$ cat src/rtl/alu_pkg.sv
// Shared definitions for the 64-bit ALU logic unit and its checker:
// select codes, checker FSM states and the reference logic function.
package alu_pkg;

    localparam int LU_W = 64;

    localparam logic [2:0] LU_AND   = 3'd0;
    localparam logic [2:0] LU_OR    = 3'd1;
    localparam logic [2:0] LU_XOR   = 3'd2;
    localparam logic [2:0] LU_NAND  = 3'd3;
    localparam logic [2:0] LU_NOR   = 3'd4;
    localparam logic [2:0] LU_XNOR  = 3'd5;
    localparam logic [2:0] LU_NOT0  = 3'd6;
    localparam logic [2:0] LU_PASS0 = 3'd7;

    typedef enum logic [1:0] {
        ST_IDLE,
        ST_RUN,
        ST_DRAIN,
        ST_DONE
    } chk_state_t;

    function automatic logic [LU_W-1:0] lu_expected(
        input logic [LU_W-1:0] in_0,
        input logic [LU_W-1:0] in_1,
        input logic [2:0]      sel
    );
        logic [LU_W-1:0] r;
        r = in_0;
        case (sel)
            LU_AND:   r = in_0 & in_1;
            LU_OR:    r = in_0 | in_1;
            LU_XOR:   r = in_0 ^ in_1;
            LU_NAND:  r = ~(in_0 & in_1);
            LU_NOR:   r = ~(in_0 | in_1);
            LU_XNOR:  r = ~(in_0 ^ in_1);
            LU_NOT0:  r = ~in_0;
            LU_PASS0: r = in_0;
            default:  r = in_0;
        endcase
        return r;
    endfunction

endpackage

$ cat src/rtl/logic_unit_ref.sv
// Combinational reference model of the logic unit (WIDTH <= 64).
// Ports: in_0, in_1 operands; sel select code; expected result.
module logic_unit_ref
    import alu_pkg::*;
#(
    parameter int WIDTH = 64
) (
    input  logic [WIDTH-1:0] in_0,
    input  logic [WIDTH-1:0] in_1,
    input  logic [2:0]       sel,
    output logic [WIDTH-1:0] expected
);

    logic [LU_W-1:0] full;

    // Zero-extension is harmless: every operation is bitwise,
    // so the upper bits are simply discarded afterwards.
    always_comb begin
        full = lu_expected(LU_W'(in_0), LU_W'(in_1), sel);
    end

    assign expected = full[WIDTH-1:0];

endmodule

$ cat config.mk
export PLATFORM = sky130hd
export DESIGN_NAME = logic_unit_ref
export DESIGN_NICKNAME = d
export VERILOG_FILES = /design/src/rtl/alu_pkg.sv /design/src/rtl/logic_unit_ref.sv
export SDC_FILE = /design/constraint.sdc
export NUM_CORES = 1
export LEC_CHECK = 0
export ABC_AREA = 1
export CORE_MARGIN = 2
export CORE_UTILIZATION = 40
export DETAILED_ROUTE_END_ITERATION = 8
export PLACE_DENSITY = 0.68
export SLEW_MARGIN = 10
export SYNTH_ARGS = -nofsm -noshare
export SYNTH_HDL_FRONTEND = slang
export SYNTH_SLANG_ARGS = --single-unit
$ cat constraint.sdc
create_clock -name vclk -period 4.55
set_input_delay 1.365 -clock vclk [all_inputs]
set_output_delay 1.365 -clock vclk [all_outputs]
set_load 0.005 [all_outputs]
==> results of run 1 <==
-- per-stage QoR --
stage	power, mW	area [sq um]
6_report	0.8921	9748
5_1_grt	0.9978	9746
4_1_cts	0.8966	9724
3_5_place_dp	0.8909	9724
3_3_place_gp	0.8836	9724
2_1_floorplan	0.4348	7228
-- cells in the mapped netlist --
cell type | count | area, sq um
sky130_fd_sc_hd__nor3_4 | 1 | 16.27
sky130_fd_sc_hd__clkbuf_1 | 12 | 45.04
sky130_fd_sc_hd__nor2_1 | 192 | 720.7
sky130_fd_sc_hd__inv_2 | 1 | 3.750
sky130_fd_sc_hd__nand3_1 | 128 | 640.6
sky130_fd_sc_hd__inv_1 | 257 | 964.7
sky130_fd_sc_hd__buf_4 | 3 | 22.52
sky130_fd_sc_hd__nand4_1 | 128 | 800.8
sky130_fd_sc_hd__nand3_2 | 1 | 10.01
sky130_fd_sc_hd__nand2_1 | 386 | 1449
sky130_fd_sc_hd__buf_6 | 6 | 67.56
sky130_fd_sc_hd__buf_2 | 73 | 365.4
sky130_fd_sc_hd__nand3b_1 | 64 | 480.5
sky130_fd_sc_hd__nor2_4 | 3 | 33.78
sky130_fd_sc_hd__nor2_2 | 1 | 6.260
sky130_fd_sc_hd__ha_1 | 128 | 1602
-- power by group through the flow --
stage	Sequential [mW]	Clock [mW]	Combinational, mW
floorplan	0	0	0.435
global placement	0	0	0.884
detailed placement	0	0	0.891
CTS	0	0	0.897
global route	0	0	0.998
finish	0	0.0000000294	0.892
-- timing repair --
item / in CTS / in global routing
endpoints found under the hold margin: 0 / 0
resized for setup: 0 / 8
endpoints found under the setup margin: 0 / 8
buffers inserted: 0 / 0
-- worst min path at each step --
stage | start | to | slack [ns] | cells past startpoint
2_1_floorplan | in_0[0] | expected[0] | 2.93 | 3
3_3_place_gp | sel[2] | expected[46] | 3.72 | 6
3_5_place_dp | sel[2] | expected[46] | 3.74 | 6
4_1_cts | sel[2] | expected[46] | 3.74 | 6
5_1_grt | sel[0] | expected[9] | 3.62 | 6
6_report | sel[0] | expected[9] | 3.54 | 6
-- area by class of cell --
cell class | instances | share of cell area
Tap cell | 229 | 0.02939
Multi-Input combinational cell | 1032 | 0.5913
Antenna cell | 1 | 0.0002567
Timing Repair Buffer | 268 | 0.2797
Inverter | 258 | 0.09935
-- cells by family (layout without fill, tap and decap cells) --
family | after synthesis | in the layout | share of synthesized area
AND/OR/NAND/NOR | 904 | 904 | 0.5752
other | 0 | 1 | 0
buffers and inverters | 352 | 526 | 0.2032
adder cells (fa/ha/maj) | 128 | 128 | 0.2216
-- per-layer routing --
metal	up-vias	track usage	wire, um
li1	4693	-	-
met1	4038	0.3186	10840
met2	284	0.4184	10870
met3	8	0.02251	1503
met4	0	0.02363	106
met5	-	0	0
==> implementation parameters, run 1 <==
Parameter                              Value

Status
  Outcome ... complete, no violations

Critical path
  Arrival time of the worst setup path ... 3.08 ns
  CP delay by family, top ... buffers and inverters
  Type of origin of the critical path ... primary input
  Critical Setup Path Class ... primary input to primary output
  Worst-path cell chain ... clkdlybuf4s50_1, inv_1, ha_1, inv_1, nand2_1, nand2_1, nor2_1, nand3_1, clkdlybuf4s50_1
  Delay of the slowest cell on the worst path ... 0.54 ns
  CP Data Required Time ... 3.18 ns
  Critical Path Stages ... 9
  CP max-delay cell ... sky130_fd_sc_hd__clkdlybuf4s50_1
  CP Capture Point ... expected[38]
  Crit path buf inv count ... 4
  Timing startpoint of the critical path ... in_1[38]
  Maximum fanout along the worst path ... 2
  Crit path capture type ... primary output

Detailed routing
  # DRC ... 0
  Routed Wire Length ... 23.32 mm
  Post-detailed-route wirelength per cell ... 13.04 um
  Number of DRC markers after the initial detailed-route iteration ... 594
  Residual antenna-violating net count after detailed routing ... 0
  TritonRoute pass-1 iters ... 5
  Vias ... 9023
  Avg Vias per Cell ... 5.046

Place
  Detailed-placement wirelength estimate ... 15.94 mm
  Total instance count after detailed placement ... 1787
  Buffers on Ports ... 195
  Minimum setup slack after placement ... 0.1109 ns
  Routability-driven placement congestion ratio ... approximately 0.84

GRT
  Via count of the first global-routing pass ... 8406
  GR Util All Layers ... 0.2351
  Wire length of the first global-routing pass ... 39.58 mm
  Maximum number of pins on one net before global-route repair ... 65
  Initial antenna violation count ... 0
  Grt ovf ... 0

Cells and area
  # nets final ... around 1800
  Fill count ... 1842
  Most frequent standard cell in the layout excluding fill and tap cells ... sky130_fd_sc_hd__nand2_1
  Total of clock buffers placed in the layout ... 0
  Seq. cell area ... 0 sq um
  Area taken by multi-input logic gates ... 0.005764 sq mm
  Non-filler cells in the finished layout ... approximately 1800
  Commonest cells after routing, fill and taps aside ... sky130_fd_sc_hd__nand2_1, sky130_fd_sc_hd__inv_1, sky130_fd_sc_hd__nor2_1
  Synth-to-layout area growth ... 34.86%
  Final sequential cell count ... 0
  Fraction of final layout cells with drive strength greater than 1 ... 0.05392
  Final cell utilization of the core ... 0.5464

Clock network
  Number of hold-repair buffers added at the cts stage ... 0

STA
  Sum of negative setup slack ... 0 ns
  Slew margin rel. ... 0.7206
  Hold Violations, Final ... 0
  Least-Margin Pin Slew ... 0.4192 ns
  Number of endpoints failing setup at the final stage ... 0
  Max-slew violation count ... 0
  PnR worst setup slack ... between 0.1 and 0.15 ns
  RSZ-0062 raised after global routing ... false
  Shortest period the worst path allows ... 4.443 ns
  Maximum achievable frequency ... 225.1 MHz
  Share of the clock period used by the worst path ... 0.9764
  Final hold slack ... approximately 3.5 ns

Yosys
  Gate count after technology mapping ... 1384
  Combined area of all synthesized cells ... 0.007228 sq mm
  Sequential element share of the synthesized area ... 0
  Ys Warns ... 0
  Synthesized net count ... 1643
  Post-synthesis average cell area ... between 5 and 6 sq um
  Synth cell types ... 16

Floorplan
  Total core area ... 0.01784 sq mm
  Total die area ... ~0.019 sq mm
  Horizontal extent of the die ... 138.4 um
  Die height ... 138.4 um
  Starting Density ... 0.4051
  Number of primary I/O pins ... 195
  Placement row count ... 49

Pwr
  Leakage Power ... between 5 and 6 nW
  Combinational Power Share ... 1.000
  Max rail drop VDD ... 0.00006234 V
  Switching power share of the total ... 0.4953
  Fraction of power consumed by the clock network ... 0
  Seq pwr share ... 0
  Net switching power figure ... 441.8 uW
  Power Internal ... about 450 uW
  Power density over the cells ... roughly 92 mW/mm^2

Min path
  Worst hold path type ... primary input to primary output

Job
  # Max-Cap Violations ... 0
Note: power is estimated with default switching activity, not from simulation.
==> run 2, diff against run 1 <==
--- a/config.mk
+++ b/config.mk
@@ -11,2 +11,3 @@
 export DETAILED_ROUTE_END_ITERATION = 8
+export GPL_ROUTABILITY_DRIVEN = 0
 export PLACE_DENSITY = 0.68
==> constraint.sdc (replaced) <==
create_clock -name vclk -period 4.52
set_input_delay 1.356 -clock vclk [all_inputs]
set_output_delay 1.356 -clock vclk [all_outputs]
set_load 0.1 [all_outputs]
==> implementation parameters, run 2 (synthesis results as in run 1) <==
Parameter                              Value

Status
  Outcome ... complete, no violations

Detailed routing
  TritonRoute pass-1 iters ... 7 (+2)
  # DRC ... 0 (unchanged)
  Avg Vias per Cell ... 5.083 (+0.72%)
  Number of DRC markers after the initial detailed-route iteration ... 634 (+6.7%)
  Met2 WL ... 10.78 mm (-0.79%)
  Top Metal Used ... met4
  Met3 wire length ... 1.377 mm (-8.4%)
  Wire length on met1 ... 10.76 mm (-0.79%)
  Residual antenna-violating net count after detailed routing ... 0 (unchanged)
  Routed Wire Length ... 23.13 mm (-0.82%)
  Vias ... 8854 (-1.9%)
  Post-detailed-route wirelength per cell ... 13.28 um (+1.8%)

Cells and area
  Final cell utilization of the core ... 0.5561 (+0.009748)
  Total of clock buffers placed in the layout ... 0 (unchanged)
  Synth-to-layout area growth ... 37.27%
  Seq. cell area ... 0 sq um (unchanged)
  Non-filler cells in the finished layout ... 1742 (-2.6%)
  Most frequent standard cell in the layout excluding fill and tap cells ... sky130_fd_sc_hd__nand2_1
  Final sequential cell count ... 0 (unchanged)
  Commonest cells after routing, fill and taps aside ... sky130_fd_sc_hd__nand2_1, sky130_fd_sc_hd__inv_1, sky130_fd_sc_hd__nor2_1
  Fraction of final layout cells with drive strength greater than 1 ... 0.06746 (+0.01355)
  Fill count ... 1824 (-0.98%)
  # nets final ... 1773 (-2.5%)

Floorplan
  Starting Density ... 0.4051 (unchanged)
  Total die area ... 0.01916 sq mm (unchanged)
  Die height ... 138.4 um (unchanged)
  Number of primary I/O pins ... 195 (unchanged)
  Total core area ... 0.01784 sq mm (unchanged)
  Horizontal extent of the die ... 138.4 um (unchanged)
  Placement row count ... 49 (unchanged)

GRT
  Grt ovf ... 0 (unchanged)
  Wire length of the first global-routing pass ... 38.79 mm (-2.0%)
  GR Util All Layers ... 0.2311 (-0.004016)
  Initial antenna violation count ... 1 (+1)
  Maximum number of pins on one net before global-route repair ... 65 (unchanged)
  Via count of the first global-routing pass ... 8071 (-4.0%)

Min path
  Worst Hold Endpoint ... expected[55]
  Worst hold path type ... primary input to primary output
  Startpoint of the worst hold path ... sel[0]
  Worst hold path depth ... 6 (unchanged)

Clock network
  Number of hold-repair buffers added at the cts stage ... 0 (unchanged)
  Post-CTS setup buffers ... 0 (unchanged)
  Number of cells upsized or downsized after cts ... 0 (unchanged)

Pwr
  Design Power ... 1.664 mW (+87%)
  Power density over the cells ... 167.8 mW/mm^2 (+83%)
  Max rail drop VDD ... 0.0001631 V (+160%)
  Leakage Power ... 5.686 nW (+0.34%)

STA
  Number of endpoints failing setup at the final stage ... 0 (unchanged)
  Hold Violations, Final ... 0 (unchanged)
  Slew margin rel. ... 0.6006 (-0.1200)
  Max-slew violation count ... 0 (unchanged)
  Sum of negative setup slack ... 0 ns (unchanged)
  Share of the clock period used by the worst path ... 0.9442
  Least-Margin Pin Slew ... 0.5991 ns (+0.1800 ns)
  RSZ-0062 raised after global routing ... false
  Maximum achievable frequency ... 234.3 MHz
  Shortest period the worst path allows ... 4.268 ns
  PnR worst setup slack ... 0.2521 ns (+0.1446 ns)

Place
  Detailed-placement wirelength estimate ... 15.94 mm (about the same)
  Minimum setup slack after placement ... 0.2716 ns (+0.1607 ns)
  Buffers on Ports ... 195 (unchanged)
  Total instance count after detailed placement ... 1741 (-2.6%)

Critical path
  Critical Setup Path Class ... primary input to primary output
  Type of origin of the critical path ... primary input
  Crit path capture type ... primary output
  Timing startpoint of the critical path ... in_0[0]
  Arrival time of the worst setup path ... 2.91 ns (-0.17 ns)
  Maximum fanout along the worst path ... 4 (+2)
  CP Data Required Time ... 3.16 ns (-0.02 ns)

Job
  # Max-Cap Violations ... 0 (unchanged)
[run 2: cell type report]
cell class,count,area (sq um),area share
Tap cell,229,286.5,0.02888
Multi-Input combinational cell,1032,5764,0.5810
Timing Repair Buffer,222,2900,0.2923
Antenna cell,1,2.502,0.0002522
Inverter,258,968.4,0.09760
[run 2: worst max-delay path, stage by stage]
cell	delay (ns)
sky130_fd_sc_hd__clkdlybuf4s50_1	0.54
sky130_fd_sc_hd__inv_1	0.06
sky130_fd_sc_hd__ha_1	0.30
sky130_fd_sc_hd__inv_1	0.04
sky130_fd_sc_hd__nand2_1	0.06
sky130_fd_sc_hd__nand2_1	0.05
sky130_fd_sc_hd__nor2_1	0.12
sky130_fd_sc_hd__nand3_1	0.17
sky130_fd_sc_hd__buf_12	0.22
[run 2: routing by layer]
metal	GRT usage	up-vias
met5	0	-
met4	0.03652	0
met3	0.02044	14
met2	0.3963	265
met1	0.3211	3974
li1	-	4601
[run 2: metrics by stage]
| step | area, sq um | hold slack [ns] |
|---|---|---|
| floorplan | 7228 | 3.557 |
| global placement | 9920 | 3.493 |
| detailed placement | 9920 | 3.488 |
| CTS | 9920 | 3.491 |
| global route | 9922 | 3.543 |
| finish | 9922 | 3.494 |
[run 2: report_power, final]
part / internal [mW] / switching (mW) / leakage [nW]
Combinational: 0.593 / 1.07 / 5.69
Clock: 0.0000000296 / 0 / 0.00000634
Sequential: 0 / 0 / 0
[run 2: worst max-delay path by stage]
| stage | to | slack, ns | cells after the start |
|---|---|---|---|
| after floorplan | expected[0] | 0.31 | 8 |
| after global placement | expected[62] | 0.29 | 8 |
| after detailed placement | expected[56] | 0.27 | 8 |
| after CTS | expected[56] | 0.27 | 8 |
| after global routing | expected[0] | 0.12 | 9 |
| final | expected[0] | 0.25 | 9 |
